`config.mk`:
```
export PLATFORM = sky130hd
export DESIGN_NAME = pg_addsub_pipe
export DESIGN_NICKNAME = d
export VERILOG_FILES = /design/src/rtl/addsub_pkg.sv /design/src/rtl/pg_gen.sv /design/src/rtl/pg_addsub_pipe.sv
export SDC_FILE = /design/constraint.sdc
export NUM_CORES = 1
export LEC_CHECK = 0
export CORE_AREA = 2 2 70 85
export DETAILED_ROUTE_END_ITERATION = 16
export DIE_AREA = 0 0 72 87
export GPL_TIMING_DRIVEN = 0
export PLACE_DENSITY = 0.81
export SLEW_MARGIN = 5
export SYNTH_ARGS = -nofsm -noshare
export SYNTH_HDL_FRONTEND = slang
export SYNTH_SLANG_ARGS = --single-unit
```
`constraint.sdc`:
```
create_clock -name clk -period 4.6 [get_ports clk]
set_clock_uncertainty 0.15 [all_clocks]
set_input_delay 0.92 -clock clk [delete_from_list [all_inputs] [get_ports clk]]
set_output_delay 0.92 -clock clk [all_outputs]
set_load 0.01 [all_outputs]
```
`src/rtl/addsub_pkg.sv`:
```
// Shared constants for the pg_addsub_pipe pipelined adder/subtractor:
// operation encodings and the default carry-lookahead group size.
package addsub_pkg;

    localparam logic OP_ADD = 1'b0;
    localparam logic OP_SUB = 1'b1;

    localparam int GROUP_DEFAULT = 4;

endpackage

```
`src/rtl/pg_gen.sv`:
```
// Combinational bitwise propagate/generate for an add or subtract.
// On subtract b is inverted here; the +1 enters as the carry-in of the lookahead.
module pg_gen
    import addsub_pkg::*;
#(
    parameter int WIDTH = 16
) (
    input  logic             op,
    input  logic [WIDTH-1:0] a,
    input  logic [WIDTH-1:0] b,
    output logic [WIDTH-1:0] p,
    output logic [WIDTH-1:0] g
);

    logic [WIDTH-1:0] b_eff;

    assign b_eff = b ^ {WIDTH{op == OP_SUB}};
    assign p     = a ^ b_eff;
    assign g     = a & b_eff;

endmodule

```
`src/rtl/pg_addsub_pipe.sv`:
```
// Two-stage valid/ready add/subtract pipeline with group carry-lookahead.
// Define SATURATE_EN to clamp signed-overflow results to the signed max/min.
module pg_addsub_pipe
    import addsub_pkg::*;
#(
    parameter int WIDTH = 16,
    parameter int GROUP = GROUP_DEFAULT
) (
    input  logic             clk,
    input  logic             rst_n,
    input  logic             in_valid,
    output logic             in_ready,
    input  logic [WIDTH-1:0] a,
    input  logic [WIDTH-1:0] b,
    input  logic             op,
    output logic             out_valid,
    input  logic             out_ready,
    output logic [WIDTH-1:0] sum,
    output logic             cout,
    output logic             ovf,
    output logic             zero
);

    localparam int NGROUPS = WIDTH / GROUP;

    logic [WIDTH-1:0]   p_next;
    logic [WIDTH-1:0]   g_next;
    logic               s1_valid;
    logic               s1_op;
    logic [WIDTH-1:0]   s1_p;
    logic [WIDTH-1:0]   s1_g;
    logic               s2_free;
    logic               s1_advance;
    logic [NGROUPS-1:0] grp_g;
    logic [NGROUPS-1:0] grp_p;
    logic [NGROUPS:0]   grp_c;
    logic [WIDTH:0]     carry;
    logic [WIDTH-1:0]   raw_sum;
    logic [WIDTH-1:0]   sum_next;
    logic               ovf_next;

    pg_gen #(.WIDTH(WIDTH)) u_pg_gen (
        .op (op),
        .a  (a),
        .b  (b),
        .p  (p_next),
        .g  (g_next)
    );

    assign s2_free    = !out_valid || out_ready;
    assign s1_advance = s1_valid && s2_free;
    assign in_ready   = !s1_valid || s1_advance;

    always_ff @(posedge clk or negedge rst_n) begin
        if (!rst_n) begin
            s1_valid <= 1'b0;
            s1_op    <= 1'b0;
            s1_p     <= '0;
            s1_g     <= '0;
        end else if (in_ready) begin
            s1_valid <= in_valid;
            if (in_valid) begin
                s1_op <= op;
                s1_p  <= p_next;
                s1_g  <= g_next;
            end
        end
    end

    // Group G/P, then group carries chained from the carry-in, then per-bit carries inside each group.
    always_comb begin
        grp_g = '0;
        grp_p = '0;
        grp_c = '0;
        carry = '0;
        for (int k = 0; k < NGROUPS; k++) begin
            grp_p[k] = &s1_p[k*GROUP +: GROUP];
            for (int j = 0; j < GROUP; j++) begin
                grp_g[k] = s1_g[k*GROUP+j] | (s1_p[k*GROUP+j] & grp_g[k]);
            end
        end
        grp_c[0] = s1_op;
        for (int k = 0; k < NGROUPS; k++) begin
            grp_c[k+1] = grp_g[k] | (grp_p[k] & grp_c[k]);
        end
        for (int k = 0; k < NGROUPS; k++) begin
            carry[k*GROUP] = grp_c[k];
            for (int j = 1; j < GROUP; j++) begin
                carry[k*GROUP+j] = s1_g[k*GROUP+j-1] | (s1_p[k*GROUP+j-1] & carry[k*GROUP+j-1]);
            end
        end
        carry[WIDTH] = grp_c[NGROUPS];
    end

    assign raw_sum  = s1_p ^ carry[WIDTH-1:0];
    assign ovf_next = carry[WIDTH-1] ^ carry[WIDTH];

`ifdef SATURATE_EN
    // A set sign bit on overflow means the true result was positive, so clamp to max.
    always_comb begin
        sum_next = raw_sum;
        if (ovf_next) begin
            sum_next = raw_sum[WIDTH-1] ? {1'b0, {(WIDTH-1){1'b1}}}
                                        : {1'b1, {(WIDTH-1){1'b0}}};
        end
    end
`else
    assign sum_next = raw_sum;
`endif

    always_ff @(posedge clk or negedge rst_n) begin
        if (!rst_n) begin
            out_valid <= 1'b0;
            sum       <= '0;
            cout      <= 1'b0;
            ovf       <= 1'b0;
            zero      <= 1'b0;
        end else if (s2_free) begin
            out_valid <= s1_valid;
            if (s1_valid) begin
                sum  <= sum_next;
                cout <= carry[WIDTH];
                ovf  <= ovf_next;
                zero <= (sum_next == '0);
            end
        end
    end

endmodule

```
==> results.ini <==
[run_status]
status = completed

[grt]
grt_usage_pct = 20.0
grt_pass1_vias = 2078
gr-total-overflow = 0
grt_max_degree = 32
grt_pass1_wl_um = 9570
antenna_found_initial = 0

[power]
p_clk_share_pct = 19.3
p_comb_share_pct = 37.4
powerDensity_nw_per_um2 = 447
netSwitchingFraction_pct = 32.0
ir_worst_vdd_mv = 0.227
p_int_uw = 1100
p_leak_uw = 0.00170
power_uw = 1610
p_sw_uw = 514
power_frac_seq_pct = 43.3

[drt]
via_per_inst = 5.37
antenna_left = 0
routed_wl_um = 5870
drtPass1Iterations = 4
wl_per_cell_um = 15.5
vias = 2035
drtIter0Drc = 130
drc = 0

[floorplan]
rows = 30
die_height_um = 87
io_pins = 58
core-area_um2 = 5520
die_w_um = 72
initial_utilization_pct = 51.5
die-area_um2 = 6260

[place]
hpwl_um = 4440
gp_congestion = 0.849
io_buffers = 56

[clock_tree]
clk_pin_slew_worst_paths_ns = 0.09
clk_latency_ns = 0.30
cts_tree = done
cts-htree-levels = 2
numCtsBuffers = 5
cts_setup_buffers = 0
clock_sinks = 54
cts_buffer_depth = 2
cts.root.buffer_cell = clkbuf_8
postCtsHoldBufs = 0
cts_resized = 0

[logic_synthesis]
yosysUniqueCellTypes = 30
ys.flop_type = dfrtp_1
synth_edf_count = 0
synth_area_leaders = dfrtp_1 48%, mux2_2 13%, ha_1 12%
synth.avg_cell_area_um2 = 11.4
syn_nets = 315
postSynthCellCount = 250
synth.top_cell.area_share_pct = 47.5
synth_area_leader_cell = dfrtp_1
seq_area_frac_synth_pct = 47.5
synth_area_um2 = 2840
ys_warn_count = 0
synth_seq_cells = 54
async_reset_ff_share_pct = 100

[timing]
rsz0062_at_grt = false
post-route-min-period_ns = 3.28
fmax_ghz = 0.305
slew_headroom_pct = 63.1
fin_crit_sh_pct = 71.4
setup_viol_count_final = 0
worst_slew_pin_slew_ns = 0.554
fin_setup_tns_ns = 0
slew_violations = 0
hold_viol = 0

[critical_path]
path_class = reg -> reg
crit_family = simple AND/OR/NAND/NOR gates
cpMostUsedCell = ha_1
worst-path-buf-inv = 0
worstPathArrival_ns = 3.34
cpMaxStageDelayCell = dfrtp_1
reg2reg_slack_ns = 1.32
start_kind = register
critical_path.max_stage_delay_ns = 0.41
crit_required_ns = 4.66
critPathCaptureType = register
cp_max_fo = 3
path_cells = a21oi_1 > o21ai_0 > a21oi_1 > nand2_1 > ha_1 > or2_2 > ha_1 > or2_2 > ha_1 > nor2_1 > xor2_1 > nand4_1 > o31ai_1

[layout]
final_nets = 379
finish.utilization_pct = 65.3
final_common_cell = clkdlybuf4s50_1
fillers = 436
diodes = 0
layout-drive-gt1-share_pct = 18.1
area_growth_pct = 26.8
mostFrequentLayoutCells = 55 x clkdlybuf4s50_1, 54 x dfrtp_1, 50 x nand2_1, 33 x mux2_2, 28 x ha_1

[hold_path]
min_path_type = reg -> reg

[run]
drv_cap = 0

## cells in the mapped netlist, types with 3 or more instances
master / number
a21o_1: 3
a21oi_1: 7
buf_4: 3
clkbuf_1: 3
dfrtp_1: 54
ha_1: 28
mux2_2: 33
nand2_1: 50
nor2_1: 6
nor4_1: 4
o21ai_0: 6
or2_2: 8
xor2_1: 19
## worst paths after layout
check,from,endpoint,cells past startpoint
setup / recovery,s1_g[6]$_DFFE_PN0P_,zero$_DFFE_PN0P_,13
hold / removal,sum[2]$_DFFE_PN0P_,sum[2]$_DFFE_PN0P_,2
setup reg to reg,s1_g[6]$_DFFE_PN0P_,zero$_DFFE_PN0P_,13
hold reg to reg,sum[2]$_DFFE_PN0P_,sum[2]$_DFFE_PN0P_,2
max in group asynchronous,rst_n,s1_g[7]$_DFFE_PN0P_,2
min in group asynchronous,rst_n,s1_p[13]$_DFFE_PN0P_,1
## worst reg2reg max path, delay by kind of cell (launching register included)
family	cells	cell delay [ns]
DFF	1	0.41
and+or+nand+nor	5	1.02
xor gates and xnor gates	1	0.24
AOI/OAI and AO/OA	4	0.81
adders and majority gates	3	0.58
## cell families (layout without fill, tap and decap cells)
logic type	after synthesis	after routing	share of synthesized area, %
flip-flops	54	54	47.5
multiplexers	33	33	13.1
AND/OR/NAND/NOR	79	79	12.7
buffers and inverters	10	75	1.80
AO/OA/AOI/OAI	26	26	6.43
adder cells (fa/ha/maj)	28	28	12.3
XOR/XNOR	20	20	6.16
## area by class of cell
class,count,area (um^2),area share [%]
well taps,64,80.1,2.22
clock buffers,7,76.3,2.12
flip-flops and latches,54,1350,37.5
multi-input cells,186,1440,40.0
clock inverters,1,30.0,0.833
inverters,2,7.51,0.208
repair buffers,57,576,16.0
plain buffers,8,43.8,1.21
## through the flow
| stage | cell area (um^2) | worst slack, ns | instances | hold slack [ns] |
|---|---|---|---|---|
| 2_1_floorplan | 2840 | 1.67 | 250 | 0.322 |
| 3_3_place_gp | 3480 | 0.877 | 370 | 0.309 |
| 3_5_place_dp | 3500 | 1.32 | 371 | 0.312 |
| 4_1_cts | 3600 | 1.30 | 379 | 0.342 |
| 5_1_grt | 3600 | 1.04 | 379 | 0.375 |
| 6_report | 3600 | 1.32 | 379 | 0.339 |
## power groups by stage
stage | Combinational [uW] | Sequential [uW] | Clock (uW)
5_1_grt | 668 | 713 | 341
4_1_cts | 609 | 698 | 318
6_report | 602 | 697 | 311
3_5_place_dp | 600 | 705 | 0
2_1_floorplan | 298 | 720 | 0
3_3_place_gp | 583 | 703 | 0
## per-layer routing
layer  share of wire, %  vias up  GRT usage, %
met5                  0        -             0
met4                1.0        0          7.03
met3                3.3        4          3.70
met2                 52       50          34.0
met1                 43      991          25.7
li1                   -      990             -
## registers in the layout, indices dropped and copies added (netlist names)
name       count
zero           1
ovf            1
s1_g          16
s1_op          1
s1_valid       1
sum           16
s1_p          16
cout           1
out_valid      1
Note: power is estimated with default switching activity, not from simulation.
